==> src/rtl/morra_pkg.sv <==
// rtl/morra_pkg.sv - shared result encoding and scoreboard state type
package morra_pkg;

    typedef enum logic [1:0] {
        RES_NONE = 2'b00,
        RES_P1   = 2'b01,
        RES_P2   = 2'b10,
        RES_DRAW = 2'b11
    } result_t;

    typedef enum logic [1:0] {
        IDLE = 2'b00,
        PLAY = 2'b01,
        DONE = 2'b10
    } sb_state_t;

endpackage

==> src/rtl/sat_counter.sv <==
// rtl/sat_counter.sv - up counter that holds at all-ones instead of wrapping
module sat_counter #(
    parameter int W = 5
) (
    input  logic         clk,
    input  logic         reset,
    input  logic         inc,
    input  logic         clr,
    output logic [W-1:0] q
);

    always_ff @(posedge clk) begin
        if (reset || clr) begin
            q <= '0;
        end else if (inc && (q != {W{1'b1}})) begin
            q <= q + 1'b1;
        end
    end

endmodule

==> src/rtl/morra_scoreboard.sv <==
// rtl/morra_scoreboard.sv - per-match and cumulative tallies for the morra match engine
module morra_scoreboard #(
    parameter int HIST_DEPTH = 8,
    parameter int CNT_W      = 5,
    parameter int MATCH_W    = 8
) (
    input  logic                          clk,
    input  logic                          reset,
    input  logic [1:0]                    manche,
    input  logic [1:0]                    partita,
    input  logic                          new_match,
    input  logic [$clog2(HIST_DEPTH)-1:0] hist_idx,
    output logic [CNT_W-1:0]              p1_rounds,
    output logic [CNT_W-1:0]              p2_rounds,
    output logic [CNT_W-1:0]              draws,
    output logic [CNT_W-1:0]              rounds_total,
    output logic [$clog2(HIST_DEPTH):0]   hist_len,
    output logic [1:0]                    hist_out,
    output logic [1:0]                    winner,
    output logic                          match_done,
    output logic                          busy,
    output logic [MATCH_W-1:0]            p1_matches,
    output logic [MATCH_W-1:0]            p2_matches,
    output logic [MATCH_W-1:0]            draw_matches
);
    import morra_pkg::*;

    localparam int LW = $clog2(HIST_DEPTH) + 1;

    sb_state_t  state;
    logic [1:0] prev_partita;
    logic [1:0] hist [HIST_DEPTH];

    logic partita_edge;
    logic active;
    logic round_evt;
    logic match_evt;

    // new_match wins over any same-cycle round or match event
    assign partita_edge = (prev_partita == RES_NONE) && (partita != RES_NONE);
    assign active       = (state != DONE) && !new_match;
    assign round_evt    = active && (manche != RES_NONE);
    assign match_evt    = active && partita_edge;

    // Edge detector history survives new_match so a held partita never re-fires
    always_ff @(posedge clk) begin
        if (reset) begin
            prev_partita <= RES_NONE;
        end else begin
            prev_partita <= partita;
        end
    end

    always_ff @(posedge clk) begin
        if (reset) begin
            state      <= IDLE;
            winner     <= RES_NONE;
            match_done <= 1'b0;
            busy       <= 1'b0;
        end else begin
            match_done <= 1'b0;
            if (new_match) begin
                state  <= IDLE;
                winner <= RES_NONE;
                busy   <= 1'b0;
            end else begin
                case (state)
                    IDLE, PLAY: begin
                        if (match_evt) begin
                            state      <= DONE;
                            winner     <= partita;
                            match_done <= 1'b1;
                            busy       <= 1'b0;
                        end else if (round_evt || (state == PLAY)) begin
                            state <= PLAY;
                            busy  <= 1'b1;
                        end
                    end
                    default: begin
                        state <= DONE;
                        busy  <= 1'b0;
                    end
                endcase
            end
        end
    end

    always_ff @(posedge clk) begin
        if (reset || new_match) begin
            for (int i = 0; i < HIST_DEPTH; i++) begin
                hist[i] <= RES_NONE;
            end
            hist_len <= '0;
        end else if (round_evt) begin
            hist[0] <= manche;
            for (int i = 1; i < HIST_DEPTH; i++) begin
                hist[i] <= hist[i-1];
            end
            if (hist_len != LW'(HIST_DEPTH)) begin
                hist_len <= hist_len + 1'b1;
            end
        end
    end

    always_comb begin
        hist_out = RES_NONE;
        if ({1'b0, hist_idx} < hist_len) begin
            hist_out = hist[hist_idx];
        end
    end

    sat_counter #(.W(CNT_W)) u_p1_rounds (
        .clk(clk), .reset(reset), .clr(new_match),
        .inc(round_evt && (manche == RES_P1)), .q(p1_rounds)
    );

    sat_counter #(.W(CNT_W)) u_p2_rounds (
        .clk(clk), .reset(reset), .clr(new_match),
        .inc(round_evt && (manche == RES_P2)), .q(p2_rounds)
    );

    sat_counter #(.W(CNT_W)) u_draws (
        .clk(clk), .reset(reset), .clr(new_match),
        .inc(round_evt && (manche == RES_DRAW)), .q(draws)
    );

    sat_counter #(.W(CNT_W)) u_rounds_total (
        .clk(clk), .reset(reset), .clr(new_match),
        .inc(round_evt), .q(rounds_total)
    );

    sat_counter #(.W(MATCH_W)) u_p1_matches (
        .clk(clk), .reset(reset), .clr(1'b0),
        .inc(match_evt && (partita == RES_P1)), .q(p1_matches)
    );

    sat_counter #(.W(MATCH_W)) u_p2_matches (
        .clk(clk), .reset(reset), .clr(1'b0),
        .inc(match_evt && (partita == RES_P2)), .q(p2_matches)
    );

    sat_counter #(.W(MATCH_W)) u_draw_matches (
        .clk(clk), .reset(reset), .clr(1'b0),
        .inc(match_evt && (partita == RES_DRAW)), .q(draw_matches)
    );

endmodule

==> config.mk <==
export PLATFORM = sky130hd
export DESIGN_NAME = morra_scoreboard
export DESIGN_NICKNAME = d
export VERILOG_FILES = /design/src/rtl/morra_pkg.sv /design/src/rtl/sat_counter.sv /design/src/rtl/morra_scoreboard.sv
export SDC_FILE = /design/constraint.sdc
export NUM_CORES = 1
export LEC_CHECK = 0
export CORE_UTILIZATION = 40
export CTS_CLUSTER_SIZE = 10
export DETAILED_ROUTE_END_ITERATION = 16
export PLACE_DENSITY_LB_ADDON = 0.1
export SLEW_MARGIN = 20
export SYNTH_ARGS = -nofsm -noshare
export SYNTH_HDL_FRONTEND = slang
export SYNTH_SLANG_ARGS = --single-unit
==> constraint.sdc <==
create_clock -name clk -period 2.81 [get_ports clk]
set_input_delay 0.4215 -clock clk [delete_from_list [all_inputs] [get_ports clk]]
set_output_delay 0.4215 -clock clk [all_outputs]
set_load 0.02 [all_outputs]
# ---- Word level (Yosys, flattened, before mapping)
# Memories as Yosys holds them, arrays and structs flattened.
# Cells that the tools add are included.
dict set report totals {
  regBits 55
  ram_bits 16
  output_inout_bits 54
  elab_cells 97
  mem_count 1
}
# name depth word_bits rd rd_ports_with_merged_regs wr line_no
set mem_list {}
lappend mem_list {hist 8 2 8 0 8 morra_scoreboard.sv:32} ;# logic [1:0] hist [HIST_DEPTH];
dict set report classes {
  n_addsub 8
  magnitude_cmp 1
  eq_ne 17
  mux 18
  n_bitwise 9
  n_reduce_logical 30
}
# cell n
set op_table {}
lappend op_table {{8-bit by 1-bit adder with 8-bit output, second input constant} 3}
lappend op_table {{2-bit two-way mux} 12}
lappend op_table {{8-bit != test, second input constant} 3}
lappend op_table {{5-bit by 1-bit adder with 5-bit output, second input constant} 4}
lappend op_table {{5-bit != test, second input constant} 4}
lappend op_table {{1-bit logical AND} 17}
lappend op_table {{2-bit equality test, second input constant} 4}
lappend op_table {{1-bit bitwise OR} 8}
lappend op_table {{2-bit by 1-bit equality test with 1-bit output, second input constant} 3}
lappend op_table {{1-bit two-way mux} 6}
lappend op_table {{4-bit by 1-bit adder with 4-bit output, second input constant} 1}
lappend op_table {{2-bit logical NOT} 2}
lappend op_table {{3-bit by 4-bit less-than comparator with 1-bit output} 1}
lappend op_table {{4-bit != test, second input constant} 1}
lappend op_table {{2-bit AND reduction} 2}
lappend op_table {{2-bit nonzero test} 2}
lappend op_table {{2-bit OR reduction} 2}
lappend op_table {{4-bit OR reduction} 1}
lappend op_table {{3-bit != test, second input constant} 1}
lappend op_table {{3-bit OR reduction} 1}
lappend op_table {{1-bit logical OR} 2}
lappend op_table {{2-bit != test, second input constant} 1}
lappend op_table {{1-bit logical NOT} 1}
lappend op_table {{1-bit NOT} 1}

# ---- Logic depth before layout (Yosys ltp)
# Gate-level depths: netlist of the first run.
dict set report logic_depth {
  ltp_word 7
  mapped_depth 8
  mapped_depth_nobuf 7
}

# ---- Cells and area by module
# Synthesis of the first run repeated with hierarchy kept, for this count alone.
dict set report hier_totals {
  hier_cells 359
  hier_area_um2 3540.9
}
# module n_inst cells_per_inst area_each_um2
set by_module_without_submodules {}
lappend by_module_without_submodules {morra_scoreboard 1 111 1320.0}
lappend by_module_without_submodules {{sat_counter at u_draw_matches ...} 3 48 421.7}
lappend by_module_without_submodules {{sat_counter at u_draws ...} 4 26 239.0}

# ---- Least setup slack after synthesis of the first run
# No wires, ideal clock.
dict set report synth_path {
  path_kind {register to register}
  from {reg u_p2_rounds.q[0]}
  to {reg u_p2_rounds.q[1]}
  arrival_time_ns 2.031
  slack_ns 0.651
  stages_incl_launch_ff 8
  n_path_buf 0
  synth_period_minus_slack_ns 2.159
  path_cell_list {dfxtp_1 -> ha_1 -> and3_1 -> ha_1 -> or3b_2 -> nor3_1 -> mux2i_1 -> nor2_1}
}
dict set report synth_between {
  elab_chain_cells 2
}
# element line_no
set synth_lines {}
lappend synth_lines {{start: declaration} sat_counter.sv:9} ;# output logic [W-1:0] q
lappend synth_lines {{start signal: assignment} sat_counter.sv:16} ;# q <= q + 1'b1;
lappend synth_lines {{branches (longest 2 deep; another with 5-bit by 1-bit adder with 5-bit output)} n/a}
# Several ways; the timed one is not identified.
# A chain may end at the register's enable or synchronous reset.

# ---- Final worst setup path of the first run
dict set report layout_path {
  from {in hist_idx[1]}
  to {out hist_out[0]}
}
dict set report layout_between {
  elab_chain_cells 2
}
# element line_no
set layout_lines {}
lappend layout_lines {{start: declaration} morra_scoreboard.sv:12} ;# input logic [$clog2(HIST_DEPTH)-1:0] hist_idx,
lappend layout_lines {{memory read 8 x 2 bit / 3-bit by 4-bit less-than comparator with 1-bit output (equally long branches)} n/a}
lappend layout_lines {{2-bit two-way mux (*)} morra_scoreboard.sv:107} ;# if ({1'b0, hist_idx} < hist_len) begin
lappend layout_lines {{end: declaration} morra_scoreboard.sv:18} ;# output logic [1:0] hist_out,
# Every way passes the cells marked *; elsewhere a longest branch is shown, timed or not.

==> impl_metrics.csv, run 1 <==
group,metric,value,unit
grt,grt_usage,17.8,%
critical_path,cp_num_buf_inv,2,
cts,hold_buffers,0,
critical_path,critical_path.max_fanout,2,
finish,fin_cells,518,
route,vias_per_cell,5.38,
sta,min_period_over_period,86.6,%
place,gp_congestion,0.788,
grt,antenna_found_initial,0,
route,drc,0,
run_status,outcome,"complete, no violations",
place,io_buffers,63,
sta,finalCriticalPeriod,2.43,ns
place,dp_hpwl,5.34,mm
logic_synthesis,ys_types,48,
flow_run,drv_cap,0,
cts,cts_buffers,9,
cts,cts_sinks,71,
cts,post_cts_buffers,0,
sta,worstMarginPinSlew,0.665,ns
power_and_ir_drop,leakage,1.62,nW
critical_path,cp-startpoint,"hist_idx[1]",
power_and_ir_drop,p_per_area,453,nW/um2
floorplanning,fp.dieArea,8980,um2
logic_synthesis,synth.cell_area,3440,um2
cts,clk_latency,0.34,ns
cts,clock_path_buffers,2,
sta,setup_tns,0,ns
logic_synthesis,syn-instance-count,347,
sta,slew_viol_final,0,
floorplanning,die_h,94.8,um
power_and_ir_drop,ir_worst_vdd,0.000228,V
floorplanning,rows,33,
logic_synthesis,ys_warn_count,0,
grt,grt_pass1_vias,2520,
route,wl_per_cell,14.5,um
critical_path,crit_path_cell_trace,"clkdlybuf4s50_1 -> ha_1 -> a21o_1 -> a21o_1 -> a21oi_1 -> dlygate4sd2_1",
route,routed-via-count,2789,
sta,hold_violations,0,
critical_path,start_kind,"input pin",
critical_path,crit_top_cell,"a21o_1",
logic_synthesis,syn_avg_cell_area,9.92,um2
sta,setup_viol,0,
logic_synthesis,ys_ff_latch,71,
logic_synthesis,yosysSeqAreaShare,45.9,%
worst_hold_path,hp-start,"u_p2_matches.q[7]",
route,ant_nets,0,
cts,cts.htree.levels,3,
cts,root_buffer,"clkbuf_8",
finish,nNetsFinal,434,
grt,grt-ovfl-total,0,
critical_path,critical-path-max-stage-delay,0.42,ns
cts,cts_tree,"done",
floorplanning,fp.dieW,94.8,um
critical_path,critical_path.top_delay_family,"buffers and inverters",
grt,grt_max_degree,28,
sta,fin_skew,0.0120,ns
worst_hold_path,hold_class,"flop to flop",
sta,max_freq,411,MHz
route,drt-initial-drc-count,141,
cts,clk_pin_slew,0.07,ns
route,drt-total-wl,7.51,mm
place,dp.cells,503,
sta,rsz0062_at_grt,"no",
floorplanning,io-pin-count,64,
critical_path,worstSetupPathType,"input pin to output pin",
power_and_ir_drop,p_total,1.97,mW
critical_path,r2r_setup_slack,0.58,ns
route,dr.pass1.iters,4,
floorplanning,core-area,8260,um2
floorplanning,initial_core_util,41.7,%
finish,areaGrowthSynthToFinish,26.3,%
finish,antenna_cells,0,
critical_path,worstReg2RegStart,"u_p2_rounds.q[0]",
critical_path,slowest_stage,"clkdlybuf4s50_1",
critical_path,arrival,2.01,ns
critical_path,cp.required,2.39,ns
sta,whs,0.490,ns
sta,max_slew_margin,55.3,%
grt,grt_pass1_wl,12.3,mm
logic_synthesis,synth.net_count,372,
finish,layout-drive-gt1-share,8.96,%
critical_path,worstSetupEndpointType,"output pin",
-- per-stage QoR --
| stage | worst slack, ns | util, % | cell area (um2) |
|---|---|---|---|
| 3_5_place_dp | -0.00406 | 50.6 | 4180 |
| 4_1_cts | 0.00333 | 52.6 | 4340 |
| 3_3_place_gp | 0.0123 | 50.6 | 4180 |
| 6_report | 0.377 | 52.7 | 4350 |
| 2_1_floorplan | 0.651 | - | 3440 |
| 5_1_grt | 0.275 | 52.7 | 4350 |
-- state kept, by name, summed over array words and instances (netlist names) --
register	flops
hist	16
u_draw_matches.q	8
u_draws.q	5
u_p2_matches.q	8
state	2
u_rounds_total.q	5
winner	2
u_p2_rounds.q	5
prev_partita	2
hist_len	4
match_done	1
u_p1_matches.q	8
u_p1_rounds.q	5
-- timing repair --
item                       in CTS  in global routing
hold endpoints to repair        0                  0
resized for setup               1                  2
setup endpoints to repair       1                  1
-- worst register-to-register path, stage by stage, from the launching register on --
cell and delay [ns]:
dfxtp_1 0.34, ha_1 0.22, and3_1 0.19, ha_1 0.17, or3b_2 0.47, nor3_1 0.41
mux2i_1 0.25, nor2_1 0.05
-- area by class of cell --
| type | instances | area, um2 |
|---|---|---|
| clock buffer | 14 | 163 |
| fill | 771 | 3910 |
| tap | 105 | 131 |
| clock inverter | 1 | 5.00 |
| inverter | 9 | 33.8 |
| sequential | 71 | 1580 |
| timing repair buffer | 72 | 702 |
| multi-input combinational | 246 | 1730 |
-- synth_stat cells, drive strengths merged --
cell type	count	area (um2)
or3b	2	17.5
nand2	12	45.0
and4b	2	20.0
mux4	4	90.1
mux2	1	11.3
ha	15	188
dfxtp	55	1100
and3	4	25.0
nor4	7	50.1
nor2b	4	25.0
xnor2	7	61.3
nor2	34	128
edfxtp	16	480
or2	2	12.5
a31o	2	17.5
o21ai	8	40.0
o211a	1	10.0
buf	5	36.3
nand3b	2	15.0
nand2b	4	25.0
nand4	6	37.5
nor4b	3	32.5
or4	15	121
o31ai	9	67.6
and3b	1	8.76
mux2i	15	150
nand3	10	50.1
or3	9	58.8
and2	18	113
nand4bb	1	11.3
xor2	1	8.76
inv	9	33.8
and4	4	35.0
nor3	4	20.0
a21oi	27	135
clkbuf	16	60.1
a21o	3	22.5
o311ai	3	26.3
o41ai	6	52.6
-- power breakdown --
group          switching (mW)  internal, mW
clock network           0.361         0.364
registers              0.0161          1.07
logic                  0.0882        0.0727
-- path summary, 6_finish.rpt --
kind / end / cells past startpoint
setup / recovery: hist_out[0] / 6
hold reg to reg: u_p2_matches.q[7] / 2
hold / removal: u_p2_matches.q[7] / 2
setup reg to reg: u_p2_rounds.q[1] / 7
-- placed cells by master, fill, tap and decap left out, types with 6 or more instances in the layout --
master	Yosys	routed
buf_4	0	9
nand2_1	12	12
edfxtp_1	16	16
ha_1	15	15
dfxtp_1	55	55
or3_1	7	7
clkbuf_8	0	11
nor2_1	34	34
xnor2_1	7	7
nand4_1	6	6
clkdlybuf4s50_1	0	60
nor4_1	6	6
o21ai_0	8	8
inv_1	9	9
or4_1	12	12
mux2i_1	15	15
o31ai_1	9	9
o41ai_1	6	6
and2_1	18	18
nand3_1	10	10
a21oi_1	27	27
-- cell families after synthesis --
family,count (synthesis),share of synthesized area [%]
simple gates,144,24.7
flops,71,45.9
compound gates,59,10.8
buf+inv,30,3.78
mux,20,7.30
fa+ha+maj,15,5.45
xor+xnor,8,2.03
-- metal layers --
| metal | vias to the layer above | wire, um | GRT usage, % |
|---|---|---|---|
| li1 | 1411 | - | - |
| met1 | 1328 | 3760 | 23.9 |
| met2 | 42 | 3380 | 26.9 |
| met3 | 8 | 254 | 3.54 |
| met4 | 0 | 111 | 8.96 |
| met5 | - | 0 | 0 |
Power figures use the tool's default switching activity.
==> inputs of run 2 (changes only) <==
- REMOVE_ABC_BUFFERS: not set -> 1
- SKIP_CTS_REPAIR_TIMING: not set -> 1
==> run 2 against run 1 <==
Effect of this change:
- final cell count grew 0.19%
- highest routed layer unchanged
- hold slack gained 0.0039 ns
- clock skew shrank 0.0039 ns
- first-iteration DRC count shrank 31%
- global-route usage is essentially flat
- sequential power is essentially flat
- register-to-register slack lost 0.03 ns
- utilization grew 0.55 points
- sequential cell count is the same
- critical endpoint unchanged
==> impl_metrics.csv, run 2 (synthesized netlist as in run 1, its figures left out) <==
group,metric,value,unit
run_status,outcome,"complete, no violations",
floorplanning,die_h,94.8,um
cts,clk_pin_slew,0.08,ns
cts,clk_latency,0.34,ns
route,drt-total-wl,7.43,mm
worst_hold_path,hp-start,"u_draws.q[3]",
cts,cts.htree.levels,3,
power_and_ir_drop,leakage,1.62,nW
critical_path,crit_path_cell_trace,"clkdlybuf4s50_1 -> ha_1 -> a21o_1 -> a21o_1 -> a21oi_1 -> clkdlybuf4s50_1",
floorplanning,fp.dieW,94.8,um
critical_path,arrival,2.28,ns
finish,largest_register_ffs,16,
sta,setup_viol,0,
floorplanning,fp.dieArea,8980,um2
cts,cts_sinks,71,
route,drt-initial-drc-count,97,
place,io_buffers,63,
sta,max_freq,370,MHz
grt,antenna_found_initial,0,
grt,grt_pass1_wl,12.4,mm
critical_path,cp.required,2.39,ns
route,drc,0,
sta,rsz0062_at_grt,"no",
cts,cts_buffers,9,
finish,layout_common_cells,"clkdlybuf4s50_1, dfxtp_1, nor2_1",
place,dp_hpwl,5.28,mm
floorplanning,core-area,8260,um2
critical_path,worstSetupPathType,"input pin to output pin",
place,gp_congestion,0.761,
route,wl_per_cell,14.3,um
power_and_ir_drop,p_per_area,486,nW/um2
critical_path,cp-startpoint,"hist_idx[1]",
finish,largest-register,"hist",
critical_path,slowest_stage,"clkdlybuf4s50_1",
sta,setup_tns,0,ns
critical_path,start_kind,"input pin",
finish,final_common_cell,"clkdlybuf4s50_1",
grt,grt_max_degree,31,
finish,layout-drive-gt1-share,9.18,%
floorplanning,io-pin-count,64,
cts,root_buffer,"clkbuf_8",
route,routed-via-count,2827,
route,ant_nets,0,
sta,hold_violations,0,
sta,max_slew_margin,54.1,%
sta,whs,0.494,ns
cts,clock_path_buffers,2,
cts,cts_tree,"done",
floorplanning,initial_core_util,41.7,%
floorplanning,rows,33,
route,dr.pass1.iters,4,
finish,fin_cells,519,
finish,n_fill_cell,787,
grt,grt-ovfl-total,0,
power_and_ir_drop,ir_worst_vdd,0.000203,V
critical_path,critical-path-max-stage-delay,0.63,ns
route,vias_per_cell,5.45,
finish,areaGrowthSynthToFinish,27.6,%
sta,fin_skew,0.00807,ns
finish,nNetsFinal,434,
sta,finalCriticalPeriod,2.70,ns
grt,grt_usage,17.7,%
critical_path,worstSetupEndpointType,"output pin",
critical_path,worstReg2RegStart,"prev_partita[1]",
flow_run,drv_cap,0,
critical_path,critical_path.max_fanout,2,
power_and_ir_drop,p_total,2.13,mW
sta,slew_viol_final,0,
finish,antenna_cells,0,
worst_hold_path,hold_class,"flop to flop",
sta,min_period_over_period,96.1,%
sta,worstMarginPinSlew,0.684,ns
place,dp.cells,503,
grt,grt_pass1_vias,2634,
-- run 2: metal layers --
layer	vias to the layer above	part of all wire, %	track usage [%]	routed length, um
met1	1350	51	24.2	3760
met3	11	3.9	3.78	287
li1	1415	-	-	-
met2	51	44	26.9	3250
met4	0	1.7	7.95	127
met5	-	0	0	0
-- run 2: area by class of cell --
class                   count  area (um2)  area share [%]
multi-input cells         246        1730            39.4
repair buffers             72         701            15.9
flip-flops and latches     71        1580            36.0
clock inverters             4        68.8            1.57
clock buffers              12         145            3.30
well taps                 105         131            2.99
inverters                   9        33.8           0.769
-- run 2: final timing paths --
check	slack [ns]	to	cells past startpoint
setup reg to reg	0.55	u_p2_matches.q[5]	4
setup / recovery	0.11	hist_out[0]	6
hold reg to reg	0.49	u_draws.q[3]	2
hold / removal	0.49	u_draws.q[3]	2
-- run 2: where the power goes --
group / total (mW) / leakage (nW) / internal [mW] / switching, mW
sequential: 1.08 / 0.627 / 1.07 / 0.0158
clock: 0.889 / 0.108 / 0.521 / 0.368
combinational: 0.162 / 0.882 / 0.0733 / 0.0884
total: 2.13 / 1.62 / 1.66 / 0.472
-- run 2: worst max-delay path: cells and delay by family --
family | cells | cell delay (ns)
AOI/OAI and AO/OA | 3 | 0.48
adders and majority gates | 1 | 0.30
buffers and inverters | 2 | 1.06
-- run 2: stage by stage --
stage / setup WS, ns / utilization, % / area [um2]
detailed placement: 0.00651 / 50.6 / 4180
CTS: 0.00348 / 53.2 / 4390
global placement: 0.0357 / 50.6 / 4180
global route: 0.00818 / 53.2 / 4390
finish: 0.111 / 53.2 / 4390
floorplan: 0.643 / - / 3350
==> inputs of run 3 (changes only) <==
- PLACE_DENSITY_LB_ADDON: 0.1 -> not set
- RECOVER_POWER: not set -> 25
- TNS_END_PERCENT: not set -> 10
==> run 3 against run 2 <==
Effect of this change:
- sequential cell count is the same
- fmax grew 0.40%
- total power shrank 1.2%
- wire length shrank 0.59%
- global-route usage shrank 0.11 points
- die area is the same
- design area shrank 0.28%
- non-clock buffer count shrank 1
- register-to-register slack gained 0.02 ns
- hold slack gained 0.0027 ns
- critical endpoint unchanged
==> impl_metrics.csv, run 3 (synthesized netlist as in run 1, its figures left out) <==
group,metric,value,unit
run_status,outcome,"complete, no violations",
power_and_ir_drop,p_comb_share,7.5,%
floorplanning,core-area,8260,um2
cts,clk_latency,0.33,ns
critical_path,worstSetupEndpointType,"output pin",
sta,min_period_over_period,95.7,%
critical_path,worstReg2RegStart,"u_p2_rounds.q[0]",
worst_hold_path,hp-start,"u_rounds_total.q[3]",
grt,grt_max_degree,22,
route,ant_nets,0,
critical_path,critical_path.max_fanout,2,
sta,hold_violations,0,
finish,antenna_cells,0,
finish,final_area,4380,um2
worst_hold_path,whs_path_depth,2,
route,vias_per_cell,5.42,
cts,clk_pin_slew,0.07,ns
cts,cts_sinks,71,
sta,setup_viol,0,
floorplanning,die_h,94.8,um
route,drt-total-wl,7.38,mm
sta,worstMarginPinSlew,1.20,ns
sta,finalCriticalPeriod,2.69,ns
route,routed-via-count,2808,
finish,areaGrowthSynthToFinish,27.2,%
finish,layout_common_cells,"dfxtp_1, nor2_1, clkdlybuf4s50_1",
cts,cts_buffers,9,
power_and_ir_drop,leakage,1.70,nW
critical_path,arrival,2.27,ns
place,place_ws,0.0119,ns
floorplanning,initial_core_util,41.7,%
finish,largest-register,"hist",
route,dr.pass1.iters,4,
floorplanning,io-pin-count,64,
place,io_buffers,63,
floorplanning,rows,33,
grt,grt_pass1_vias,2525,
sta,max_freq,372,MHz
power_and_ir_drop,clkPwrFrac,41.2,%
place,dpl_cell_area,4170,um2
cts,root_buffer,"clkbuf_8",
finish,layout-drive-gt1-share,8.72,%
flow_run,drv_cap,0,
floorplanning,fp.dieW,94.8,um
power_and_ir_drop,p_switching,0.475,mW
worst_hold_path,hold_class,"flop to flop",
place,gp_congestion,0.755,
route,drt-initial-drc-count,94,
critical_path,start_kind,"input pin",
sta,max_slew_margin,19.8,%
sta,timing.final.ws_setup,0.121,ns
floorplanning,fp.dieArea,8980,um2
cts,cts.htree.levels,3,
cts,cts_tree,"done",
place,dp.cells,502,
critical_path,cp-startpoint,"hist_idx[1]",
power_and_ir_drop,p_int,1.63,mW
finish,n_fill_cell,788,
finish,nNetsFinal,433,
critical_path,cp.required,2.39,ns
grt,antenna_found_initial,0,
finish,final_common_cell,"dfxtp_1",
grt,grt_pass1_wl,12.4,mm
route,drc,0,
finish,largest_register_ffs,16,
power_and_ir_drop,ir_worst_vdd,0.000236,V
grt,grt-ovfl-total,0,
critical_path,worstSetupPathType,"input pin to output pin",
sta,setup_tns,0,ns
critical_path,rr_worst_depth,7,
power_and_ir_drop,power_frac_seq,51.3,%
power_and_ir_drop,p_per_area,481,nW/um2
route,wl_per_cell,14.3,um
place,dp_hpwl,5.26,mm
sta,fin_skew,0.00967,ns
finish,fin_cells,518,
cts,clock_path_buffers,2,
sta,slew_viol_final,0,
grt,grt_usage,17.6,%
power_and_ir_drop,netSwitchingFraction,22.5,%
sta,rsz0062_at_grt,"no",
==> run 3: cell types whose count changed in the layout (fill, tap and decap cells not counted) <==
| cell | before | now |
|---|---|---|
| clkinv_4 | 0 | 1 |
| dlygate4sd3_1 | 0 | 30 |
| clkdlybuf4s50_1 | 62 | 32 |
| buf_4 | 9 | 7 |
| or2_0 | 1 | 2 |
| or2_2 | 1 | 0 |
| clkbuf_8 | 10 | 9 |
| clkinvlp_4 | 0 | 1 |
==> run 3: final cells by class <==
| class | instances | area (um2) | area share, % |
|---|---|---|---|
| flip-flops and latches | 71 | 1580 | 36.1 |
| repair buffers | 71 | 689 | 15.7 |
| clock inverters | 6 | 85.1 | 1.94 |
| clock buffers | 10 | 128 | 2.91 |
| multi-input cells | 246 | 1730 | 39.5 |
| well taps | 105 | 131 | 3.00 |
| inverters | 9 | 33.8 | 0.771 |
==> run 3: per-layer routing <==
metal | up-vias | global-route usage, % | wire [um]
met5 | - | 0 | 0
met4 | 0 | 6.44 | 64
met3 | 6 | 3.86 | 284
met2 | 40 | 27.4 | 3400
met1 | 1350 | 24.0 | 3630
li1 | 1412 | - | -
==> run 3: power groups by stage <==
stage	clock [mW]	combinational (mW)	sequential, mW
finish	0.868	0.158	1.08
global route	0.934	0.175	1.09
CTS	0.889	0.163	1.08
detailed placement	0	0.162	1.11
global placement	0	0.159	1.11
floorplan	0	0.0803	1.11
==> run 3: per-stage QoR <==
step | total power [mW] | hold slack, ns | utilization [%]
CTS | 2.13 | 0.500 | 53.1
detailed placement | 1.27 | 0.485 | 50.5
global placement | 1.27 | 0.487 | 50.5
floorplan | 1.19 | 0.457 | -
finish | 2.11 | 0.497 | 53.0
global route | 2.20 | 0.524 | 53.0
==> run 3: critical path, stage by stage <==
cell and delay [ns]:
clkdlybuf4s50_1 0.43, ha_1 0.30, a21o_1 0.16, a21o_1 0.19
a21oi_1 0.15, clkdlybuf4s50_1 0.62
==> run 3: worst paths after layout <==
path	end	slack, ns
setup / recovery	hist_out[0]	0.12
hold / removal	u_rounds_total.q[3]	0.50
setup reg to reg	u_p2_rounds.q[1]	0.57
hold reg to reg	u_rounds_total.q[3]	0.50
